<file path="config.mk">
export PLATFORM = sky130hd
export DESIGN_NAME = core_mem_arbiter
export DESIGN_NICKNAME = d
export VERILOG_FILES = /design/src/rtl/core_mem_arbiter.sv
export SDC_FILE = /design/constraint.sdc
export NUM_CORES = 1
export LEC_CHECK = 0
export ABC_AREA = 1
export BUFFER_PORTS_ARGS = -buffer_cell sky130_fd_sc_hd__buf_2
export CAP_MARGIN = 20
export CORE_AREA = 5 5 238 240
export DETAILED_ROUTE_END_ITERATION = 8
export DIE_AREA = 0 0 243 245
export GPL_TIMING_DRIVEN = 1
export HOLD_SLACK_MARGIN = 0.02
export PLACE_DENSITY_LB_ADDON = 0.1
export REMOVE_ABC_BUFFERS = 1
export SYNTH_ARGS = -nofsm -noshare
export SYNTH_HDL_FRONTEND = slang
export SYNTH_SLANG_ARGS = --single-unit
</file>
<file path="constraint.sdc">
create_clock -name f_clk_i -period 1.79 [get_ports f_clk_i]
set_input_delay 0.2685 -clock f_clk_i [delete_from_list [all_inputs] [get_ports f_clk_i]]
set_output_delay 0.2685 -clock f_clk_i [all_outputs]
set_load 0.01 [all_outputs]
</file>
<file path="src/rtl/core_mem_arbiter.sv">
// core_mem_arbiter: shares one downstream memory port between imem and dmem requesters
//   f_clk_i/g_resetn_i          clock, asynchronous active-low reset
//   imem_*_i / imem_*_o         instruction-side request in, gnt/err/rdata out
//   dmem_*_i / dmem_*_o         data-side request in, gnt/err/rdata out
//   mem_*_o / mem_*_i           downstream request out, gnt/err/rdata in
//   arb_owner_o                 00 none, 01 imem, 10 dmem
module core_mem_arbiter #(
    parameter int MEM_ADDR_W = 64,
    parameter int MEM_STRB_W = 8,
    parameter int MEM_DATA_W = 64,
    parameter int STARVE_MAX = 4
) (
    input  logic                  f_clk_i,
    input  logic                  g_resetn_i,
    input  logic                  imem_req_i,
    input  logic [MEM_ADDR_W-1:0] imem_addr_i,
    input  logic                  imem_wen_i,
    input  logic [MEM_STRB_W-1:0] imem_strb_i,
    input  logic [MEM_DATA_W-1:0] imem_wdata_i,
    output logic                  imem_gnt_o,
    output logic                  imem_err_o,
    output logic [MEM_DATA_W-1:0] imem_rdata_o,
    input  logic                  dmem_req_i,
    input  logic [MEM_ADDR_W-1:0] dmem_addr_i,
    input  logic                  dmem_wen_i,
    input  logic [MEM_STRB_W-1:0] dmem_strb_i,
    input  logic [MEM_DATA_W-1:0] dmem_wdata_i,
    output logic                  dmem_gnt_o,
    output logic                  dmem_err_o,
    output logic [MEM_DATA_W-1:0] dmem_rdata_o,
    output logic                  mem_req_o,
    output logic [MEM_ADDR_W-1:0] mem_addr_o,
    output logic                  mem_wen_o,
    output logic [MEM_STRB_W-1:0] mem_strb_o,
    output logic [MEM_DATA_W-1:0] mem_wdata_o,
    input  logic                  mem_gnt_i,
    input  logic                  mem_err_i,
    input  logic [MEM_DATA_W-1:0] mem_rdata_i,
    output logic [1:0]            arb_owner_o
);
    typedef enum logic [1:0] {IDLE, LOCK_I, LOCK_D} state_t;
    localparam logic [3:0] SMAX = 4'(STARVE_MAX);
    state_t     state_q, state_d;
    logic [3:0] starve_q, starve_d;
    logic [1:0] owner;
    logic       pick_d, done;
    always_comb begin
        pick_d = dmem_req_i && !(imem_req_i && starve_q >= SMAX);
        owner = 2'b00;
        // Owner is forced to none in reset so every mux below collapses to zero.
        if (g_resetn_i)
            owner = state_q == LOCK_I ? 2'b01 : state_q == LOCK_D ? 2'b10 :
                    pick_d ? 2'b10 : imem_req_i ? 2'b01 : 2'b00;
        mem_req_o   = owner[0] ? imem_req_i   : owner[1] ? dmem_req_i   : 1'b0;
        mem_addr_o  = owner[0] ? imem_addr_i  : owner[1] ? dmem_addr_i  : '0;
        mem_wen_o   = owner[0] ? imem_wen_i   : owner[1] ? dmem_wen_i   : 1'b0;
        mem_strb_o  = owner[0] ? imem_strb_i  : owner[1] ? dmem_strb_i  : '0;
        mem_wdata_o = owner[0] ? imem_wdata_i : owner[1] ? dmem_wdata_i : '0;
        done = mem_req_o && mem_gnt_i;
        imem_gnt_o = done && owner[0];
        dmem_gnt_o = done && owner[1];
        imem_err_o = imem_gnt_o && mem_err_i;
        dmem_err_o = dmem_gnt_o && mem_err_i;
        // A lock persists even if the owner withdraws req; only a completion releases it.
        state_d = done ? IDLE : owner[0] ? LOCK_I : owner[1] ? LOCK_D : IDLE;
        starve_d = !done ? starve_q :
                   (owner[1] && imem_req_i) ? (starve_q >= SMAX ? SMAX : starve_q + 4'd1) : 4'd0;
    end
    assign arb_owner_o  = owner;
    assign imem_rdata_o = mem_rdata_i;
    assign dmem_rdata_o = mem_rdata_i;
    always_ff @(posedge f_clk_i or negedge g_resetn_i) begin
        if (!g_resetn_i) begin
            state_q  <= IDLE;
            starve_q <= 4'd0;
        end else begin
            state_q  <= state_d;
            starve_q <= starve_d;
        end
    end
endmodule

</file>
==> impl_metrics.env, run 1 <==
export IMPL_worstSetupPathType="register to primary output"
export IMPL_cts_sinks=6
export IMPL_slew_headroom_pct=80.9
export IMPL_path_cells="or2_4 > a21boi_4 > buf_12 > buf_12 > buf_12 > buf_16 > nand2_2 > nand2_1 > buf_2"
export IMPL_min_path_type="input pin to register"
export IMPL_cp_data_arrival_time_ps=1870
export IMPL_worst_ep_required_time_ps=1520
export IMPL_clk_pin_slew_ps=30
export IMPL_clock_latency_ps=230
export IMPL_whs_ps=400
export IMPL_final_net_count=1297
export IMPL_startpoint="state_q[0]"
export IMPL_route_detailed_drc=0
export IMPL_vdd_drop_max_uv=209
export IMPL_crit_buf_inv=5
export IMPL_clock_root_buffer="clkbuf_16"
export IMPL_diodes=0
export IMPL_cts_buffers=3
export IMPL_min_to="starve_q[0]"
export IMPL_status="finished with violations"
export IMPL_layout_commonest_cell="buf_2"
export IMPL_grt_max_degree=43
export IMPL_yosysUniqueCellTypes=17
export IMPL_antenna_found_initial=2
export IMPL_fin_crit_ps=2140
export IMPL_start_util_pct=5.83
export IMPL_place_ws_ps=-297
export IMPL_worst_clock_skew_ps=1.73
export IMPL_min_period_over_period_pct=119
export IMPL_cpMostUsedCell="buf_12"
export IMPL_dpl_cell_area_um2=5300
export IMPL_hold_depth=3
export IMPL_synth_seq_area_share_pct=4.73
export IMPL_io_pins=616
export IMPL_slew_violations=0
export IMPL_grtUsageTotal_pct=11.1
export IMPL_fillCellCount=6412
export IMPL_wl_um=37100
export IMPL_place_hpwl_um=30000
export IMPL_syn_to_final_growth_pct=122
export IMPL_fin_area_um2=7050
export IMPL_drive_gt1_share_pct=69.1
export IMPL_ant_nets=0
export IMPL_wl_per_cell_um=22.4
export IMPL_netlist_area_um2=3170
export IMPL_slowest_stage="dfrtp_1"
export IMPL_hold_start="mem_gnt_i"
export IMPL_maxCapViolations=0
export IMPL_cts_tree="done"
export IMPL_gr_total_overflow=0
export IMPL_leakage_nw=4.05
export IMPL_dieArea_um2=59500
export IMPL_tightest_slew_ps=285
export IMPL_crit_fanout=8
export IMPL_max_freq_ghz=0.468
export IMPL_final_cell_mix="buf_2 (346), nand2_1 (271), nand2_2 (118)"
export IMPL_regToRegEndpoint="starve_q[2]"
export IMPL_die_x_um=243
export IMPL_finalSetupViolations=147
export IMPL_core_area_um2=54400
export IMPL_synth_warning_count=0
export IMPL_stdcell_count=1654
export IMPL_rows=86
export IMPL_rsz0062_at_grt="true"
export IMPL_clk_path_buf_depth=2
export IMPL_cts_htree_levels=1
export IMPL_setup_slack_ps=-346
export IMPL_critPathTopFamily="buffers and inverters"
export IMPL_routed_via_density=3.13
export IMPL_die_h_um=245
export IMPL_crit_path_start_kind="register"
export IMPL_post_place_cells=1625
export IMPL_port_buffer_count=423
export IMPL_syn_avg_cell_area_um2=5.09
export IMPL_vias=5174
export IMPL_first_pass_iters=4
export IMPL_drt_initial_drc_count=177
export IMPL_powerDensity_nw_per_um2=505
export IMPL_hold_viol_final=0
export IMPL_grt_pass1_wl_um=46000
export IMPL_r2r_cells=12
export IMPL_slowest_delay_ps=390
export IMPL_end_kind="primary output"
export IMPL_place_congestion=0.732
export IMPL_violations="negative setup slack"
export IMPL_yosys_register_bits=6
export IMPL_netlist_instances=624
export IMPL_reg2reg_slack_ps=-90
export IMPL_crit_reg2reg_launch="state_q[0]"
export IMPL_grt_pass1_vias=5104
==> cells in the mapped netlist (all sizes together) <==
cell type,number,area share [%]
ha,1,0.39
inv,10,1.2
buf,158,39
nor3,2,0.32
or2,1,0.20
dfrtp,6,4.7
o21ai,1,0.16
nor2,9,1.1
nand3,6,0.95
a21boi,2,0.83
a21oi,1,0.16
nand2,427,51
==> per-stage QoR <==
step	setup TNS, ps	power, W	utilization [%]
floorplan	-182010	0.000993	-
finish	-41180	0.00356	13.0
global route	-54360	0.00386	13.0
CTS	-36710	0.00310	11.1
global placement	-22420	0.00232	9.73
detailed placement	-20450	0.00227	9.73
==> sequential cells by signal, summed over array words and instances, names as in the netlist <==
name      count
state_q       2
starve_q      4
==> worst register-to-register path: stages, from the launching register on <==
cell      delay [ps]
dfrtp_1          390
or2_4            290
a21boi_4         200
buf_12           130
buf_12           120
nand2_1           70
nand2_2           90
buf_6            110
buf_4            100
buf_6            100
nand2_4           60
nand2_1           60
nand2_1           50
==> routing by layer <==
layer	vias up	wire (um)	share of wire (%)	global-route usage [%]
met5	-	750	2.0	6.94
met1	2284	14900	40	12.6
li1	2384	-	-	-
met4	18	159	0.43	0.334
met3	32	7290	20	11.5
met2	456	14000	38	14.6
==> timing repair <==
| item | 4_1_cts | 5_1_grt |
|---|---|---|
| gates cloned | 5 | 10 |
| buffers inserted | 10 | 3 |
| hold endpoints to repair | 6 | 0 |
| hold buffers | 1 | 0 |
| gates resized for setup | 135 | 211 |
| setup endpoints to repair | 149 | 149 |
| pin swaps | 21 | 42 |
==> power by group <==
| group | internal (W) | leakage (nW) | switching, W | total, W |
|---|---|---|---|---|
| clock network | 0.000286 | 0.0370 | 0.0000726 | 0.000359 |
| registers | 0.000151 | 0.0816 | 0.0000108 | 0.000161 |
| logic | 0.00150 | 3.93 | 0.00154 | 0.00304 |
| total | 0.00194 | 4.05 | 0.00162 | 0.00356 |
==> how the worst max path moves through the flow <==
stage | end | slack (ps) | depth (start not counted)
floorplan | dmem_err_o | -1710 | 7
global placement | mem_wdata_o[13] | -300 | 8
detailed placement | mem_wdata_o[13] | -300 | 8
CTS | mem_addr_o[37] | -320 | 10
global route | mem_addr_o[25] | -430 | 9
finish | mem_addr_o[29] | -350 | 9
==> final cells by class <==
cell class	count	area [um2]	area share [%]
Inverter	10	50.0	0.709
Multi-Input combinational cell	450	2390	33.8
Clock buffer	3	75.1	1.06
Sequential cell	6	150	2.13
Timing Repair Buffer	481	3510	49.8
Tap cell	704	881	12.5
==> logic make-up (layout without fill, tap and decap cells) <==
kind of cell | Yosys count | count (layout) | synth area share, %
AOI/OAI and AO/OA | 4 | 4 | 1.14
adders and majority gates | 1 | 1 | 0.394
buffers and inverters | 168 | 494 | 40.6
DFF | 6 | 6 | 4.73
and+or+nand+nor | 445 | 445 | 53.1
Note: power is estimated with default switching activity, not from simulation.
==> run 2, diff against run 1 <==
- REMOVE_ABC_BUFFERS: 1 -> default
==> impl_metrics.env, run 2 (synthesized netlist as in run 1, its figures left out) <==
export IMPL_status="finished with violations"
export IMPL_violations="negative setup slack"
export IMPL_clkPwrFrac_pct=10.8
export IMPL_antenna_found_initial=1
export IMPL_worstSetupPathType="register to primary output"
export IMPL_diodes=0
export IMPL_clock_root_buffer="clkbuf_16"
export IMPL_p_switching_w=0.00146
export IMPL_comb_power_share_pct=84.4
export IMPL_setup_slack_ps=-305
export IMPL_p_seq_share_pct=4.8
export IMPL_powerDensity_nw_per_um2=493
export IMPL_maxCapViolations=0
export IMPL_place_hpwl_um=17900
export IMPL_clock_latency_ps=230
export IMPL_wl_per_cell_um=13.1
export IMPL_route_met2_wl_um=11100
export IMPL_ant_nets=0
export IMPL_routed_via_density=2.91
export IMPL_clk_pin_slew_ps=30
export IMPL_rows=86
export IMPL_min_period_over_period_pct=117
export IMPL_synth_fp_nets=969
export IMPL_regMostFlops="starve_q"
export IMPL_grt_pass1_vias=5169
export IMPL_power_switching_share_pct=43.5
export IMPL_grt_pass1_wl_um=29900
export IMPL_rsz0062_at_grt="true"
export IMPL_cp_data_arrival_time_ps=1830
export IMPL_die_h_um=245
export IMPL_port_buffer_count=423
export IMPL_drt_initial_drc_count=72
export IMPL_cts_buffers=3
export IMPL_start_util_pct=5.83
export IMPL_utilization_pct=12.5
export IMPL_crit_path_start_kind="register"
export IMPL_cts_htree_levels=1
export IMPL_top_regs="starve_q x4, state_q x2"
export IMPL_slew_headroom_pct=79.6
export IMPL_drive_gt1_share_pct=64.6
export IMPL_clk_path_buf_depth=2
export IMPL_largest_register_ff_count=4
export IMPL_grt_max_degree=21
export IMPL_io_pins=616
export IMPL_crit_fanout=10
export IMPL_finalSetupViolations=142
export IMPL_place_congestion=0.734
export IMPL_vdd_drop_max_uv=204
export IMPL_final_cell_mix="buf_2 (368), nand2_1 (316), nand2_2 (95)"
export IMPL_tightest_slew_ps=305
export IMPL_cts_sinks=6
export IMPL_end_kind="primary output"
export IMPL_wl_um=21900
export IMPL_met1_length_um=7730
export IMPL_vias=4849
export IMPL_leakage_nw=3.94
export IMPL_cts_tree="done"
export IMPL_grtUsageTotal_pct=6.34
export IMPL_die_x_um=243
export IMPL_routed_top_layer="met5"
export IMPL_dieArea_um2=59500
export IMPL_fin_crit_ps=2090
export IMPL_p_int_w=0.00189
export IMPL_gr_total_overflow=0
export IMPL_route_detailed_drc=0
export IMPL_hold_viol_final=0
export IMPL_syn_to_final_growth_pct=114
export IMPL_slew_violations=0
export IMPL_min_path_type="input pin to register"
export IMPL_first_pass_iters=4
export IMPL_whs_ps=398
export IMPL_dr_wl_met3_um=2470
export IMPL_final_net_count=1310
export IMPL_worst_ep_required_time_ps=1520
export IMPL_worst_clock_skew_ps=0.834
export IMPL_max_freq_ghz=0.477
export IMPL_layout_commonest_cell="buf_2"
export IMPL_core_area_um2=54400
run 2: cell types whose count changed in the layout (fill, tap and decap cells not counted), moves of 2 or more:
| cell | before | now |
|---|---|---|
| nand2_1 | 271 | 316 |
| nand2_2 | 118 | 95 |
| buf_6 | 83 | 73 |
| buf_8 | 5 | 8 |
| nor2_4 | 3 | 1 |
| buf_2 | 346 | 368 |
| nand2_4 | 38 | 16 |
run 2: path summary, 6_finish.rpt:
kind                             start            end  slack [ps]  cells after the start
max                         state_q[0]  mem_strb_o[6]        -300                      8
min                          mem_gnt_i    starve_q[2]         400                      3
max reg2reg                 state_q[0]    starve_q[1]          50                     11
min reg2reg                starve_q[1]    starve_q[1]         470                      2
max in group asynchronous   g_resetn_i    starve_q[2]         950                      3
min in group asynchronous   g_resetn_i     state_q[0]         610                      3
run 2: area by class of cell:
cell class                      count  area [um2]
Fill cell                        6473       47700
Inverter                           10        50.0
Timing Repair Buffer              494        3500
Tap cell                          704         881
Sequential cell                     6         150
Multi-Input combinational cell    450        2130
Clock buffer                        3        75.1
run 2: power groups by stage:
stage	Sequential, W	Clock [W]	Combinational, W
4_1_cts	0.000159	0.000374	0.00252
6_report	0.000161	0.000363	0.00283
2_1_floorplan	0.000159	0	0.00126
3_3_place_gp	0.000161	0	0.00214
3_5_place_dp	0.000160	0	0.00209
5_1_grt	0.000162	0.000385	0.00311
run 2: critical path, stage by stage (launching register included):
cell and delay (ps):
dfrtp_1 380, a21boi_1 220, a21boi_4 240, buf_6 150, buf_12 150, buf_16 150
nand2_1 90, nand2_1 80, buf_2 130
run 2: layer usage:
| layer | GRT usage, % | vias to the layer above |
|---|---|---|
| met5 | 0 | - |
| met4 | 1.47 | 2 |
| met3 | 3.06 | 39 |
| met2 | 12.1 | 348 |
| met1 | 6.15 | 2048 |
| li1 | - | 2412 |
run 2: per-stage QoR:
stage / total power (W) / cell area, um2 / cells / setup TNS, ps / worst slack (ps)
6_report: 0.00335 / 6790 / 1667 / -34720 / -305
5_1_grt: 0.00366 / 6790 / 1667 / -50830 / -400
4_1_cts: 0.00305 / 6110 / 1652 / -35160 / -323
3_5_place_dp: 0.00225 / 5390 / 1638 / -8850 / -134
3_3_place_gp: 0.00230 / 5390 / 1638 / -7890 / -115
2_1_floorplan: 0.00142 / 3170 / 624 / 0 / 161
run 2: what timing repair did:
action	in CTS	in global routing
hold endpoints to repair	6	0
pin swaps	31	26
hold buffers	1	0
gates resized for setup	128	126
buffers inserted	7	8
cloned	3	8
setup endpoints to repair	148	149
==> run 3, diff against run 2 <==
- CORE_AREA: 5 5 238 240 -> 5 5 236 238
- DIE_AREA: 0 0 243 245 -> 0 0 241 243
- clock period: 1.79 -> 2.55 ns (I/O delays scaled with it)
==> impl_metrics.env, run 3 (synthesized netlist as in run 1, its figures left out) <==
export IMPL_status="finished clean"
export IMPL_tightest_slew_ps=374
export IMPL_cts_sinks=6
export IMPL_rows=85
export IMPL_end_kind="primary output"
export IMPL_clkPwrFrac_pct=15.1
export IMPL_grt_max_degree=73
export IMPL_crit_fanout=48
export IMPL_cts_hold_buffers=0
export IMPL_rsz0062_at_grt="false"
export IMPL_regMostFlops="starve_q"
export IMPL_cp_data_arrival_time_ps=1990
export IMPL_vdd_drop_max_uv=149
export IMPL_multi_input_area_um2=1740
export IMPL_p_int_w=0.000865
export IMPL_whs_ps=85.8
export IMPL_p_switching_w=0.000820
export IMPL_wl_per_cell_um=12.5
export IMPL_grtUsageTotal_pct=5.90
export IMPL_cts_tree="done"
export IMPL_slew_violations=0
export IMPL_worst_clock_skew_ps=1.36
export IMPL_syn_to_final_growth_pct=64.0
export IMPL_antenna_found_initial=5
export IMPL_maxCapViolations=0
export IMPL_grt_pass1_vias=4595
export IMPL_hold_viol_final=0
export IMPL_core_area_um2=53400
export IMPL_worstSetupPathType="register to primary output"
export IMPL_start_util_pct=5.94
export IMPL_drt_initial_drc_count=56
export IMPL_first_pass_iters=4
export IMPL_io_pins=616
export IMPL_top_regs="starve_q x4, state_q x2"
export IMPL_power_switching_share_pct=48.7
export IMPL_gr_total_overflow=0
export IMPL_fin_crit_ps=2370
export IMPL_clk_pin_slew_ps=30
export IMPL_die_x_um=241
export IMPL_vias=4431
export IMPL_largest_register_ff_count=4
export IMPL_p_seq_share_pct=6.7
export IMPL_slew_headroom_pct=75.1
export IMPL_cts_buffers=3
export IMPL_power_w=0.00169
export IMPL_grt_pass1_wl_um=27100
export IMPL_drive_gt1_share_pct=49.5
export IMPL_final_net_count=1256
export IMPL_clk_path_buf_depth=2
export IMPL_cts_htree_levels=1
export IMPL_min_period_over_period_pct=93.1
export IMPL_clock_latency_ps=230
export IMPL_place_hpwl_um=17200
export IMPL_ant_nets=0
export IMPL_crit_path_start_kind="register"
export IMPL_worst_ep_required_time_ps=2170
export IMPL_routed_via_density=2.76
export IMPL_post_place_cells=1600
export IMPL_place_congestion=0.686
export IMPL_leakage_nw=3.34
export IMPL_port_buffer_count=423
export IMPL_dieArea_um2=58600
export IMPL_fillCellCount=6450
export IMPL_regArea_um2=150
export IMPL_layout_commonest_cell="nand2_1"
export IMPL_min_path_type="input pin to async pin"
export IMPL_final_cell_mix="nand2_1 (426), buf_2 (423), buf_4 (10)"
export IMPL_fin_tns_setup_ps=0
export IMPL_max_freq_ghz=0.421
export IMPL_synth_fp_nets=969
export IMPL_stdcell_count=1606
export IMPL_clock_root_buffer="clkbuf_16"
export IMPL_comb_power_share_pct=78.3
export IMPL_finalSetupViolations=0
export IMPL_wl_um=20100
export IMPL_die_h_um=243
export IMPL_route_detailed_drc=0
export IMPL_powerDensity_nw_per_um2=324
[run 3: cell types whose count changed in the layout (fill, tap and decap cells not counted), sizes merged]
| cell | before | now |
|---|---|---|
| clkinv | 1 | 0 |
| diode | 0 | 1 |
| dlygate4sd3 | 1 | 0 |
| inv | 9 | 10 |
| buf | 485 | 439 |
| clkbuf | 11 | 4 |
[run 3: path summary, 6_finish.rpt]
kind	to	depth (start not counted)	slack, ps	start
max in group asynchronous	starve_q[2]	2	2330	g_resetn_i
hold / removal	state_q[0]	2	90	g_resetn_i
hold reg to reg	starve_q[1]	2	480	starve_q[1]
setup / recovery	mem_addr_o[33]	9	180	starve_q[2]
min in group f_clk_i	starve_q[1]	2	480	starve_q[1]
setup reg to reg	starve_q[1]	9	880	starve_q[2]
[run 3: repair_timing]
item	CTS	global route
endpoints found under the setup margin	0	18
gates resized for setup	0	2
setup buffers	0	1
[run 3: cell type report]
cell class                 count  share of cell area, %
antenna                        1                 0.0481
clock buffer                   3                   1.44
inverter                      10                  0.769
multi-input combinational    450                   33.4
sequential                     6                   2.89
tap                          696                   16.7
timing repair buffer         440                   44.7
[run 3: power by group through the flow]
stage | registers, W | logic, W | clock network, W
3_3_place_gp | 0.000113 | 0.00136 | 0
3_5_place_dp | 0.000113 | 0.00133 | 0
2_1_floorplan | 0.000111 | 0.000887 | 0
5_1_grt | 0.000114 | 0.00148 | 0.000268
6_report | 0.000112 | 0.00132 | 0.000254
4_1_cts | 0.000112 | 0.00134 | 0.000263
[run 3: through the flow]
stage	worst slack (ps)	utilization [%]	instance area, um2
finish	177	9.75	5200
global route	2.69	9.75	5200
CTS	87.0	9.67	5160
detailed placement	331	9.53	5090
global placement	342	9.53	5090
floorplan	807	-	3170
[run 3: worst max-delay path: stages (launching register included)]
cell,delay [ps]
dfrtp_1,390
nor2_2,190
o21ai_1,140
a21boi_4,190
buf_12,140
buf_12,210
buf_4,190
nand2_1,50
nand2_1,60
buf_2,120
[run 3: per-layer routing]
metal  wire [um]  GRT usage [%]  up-vias  share of wire [%]
li1            -              -     2291                  -
met3        2890           2.93       31                 14
met5          13              0        -              0.065
met1        7000           5.82     1758                 35
met4         450           1.38        2                2.2
met2        9730           11.0      349                 48
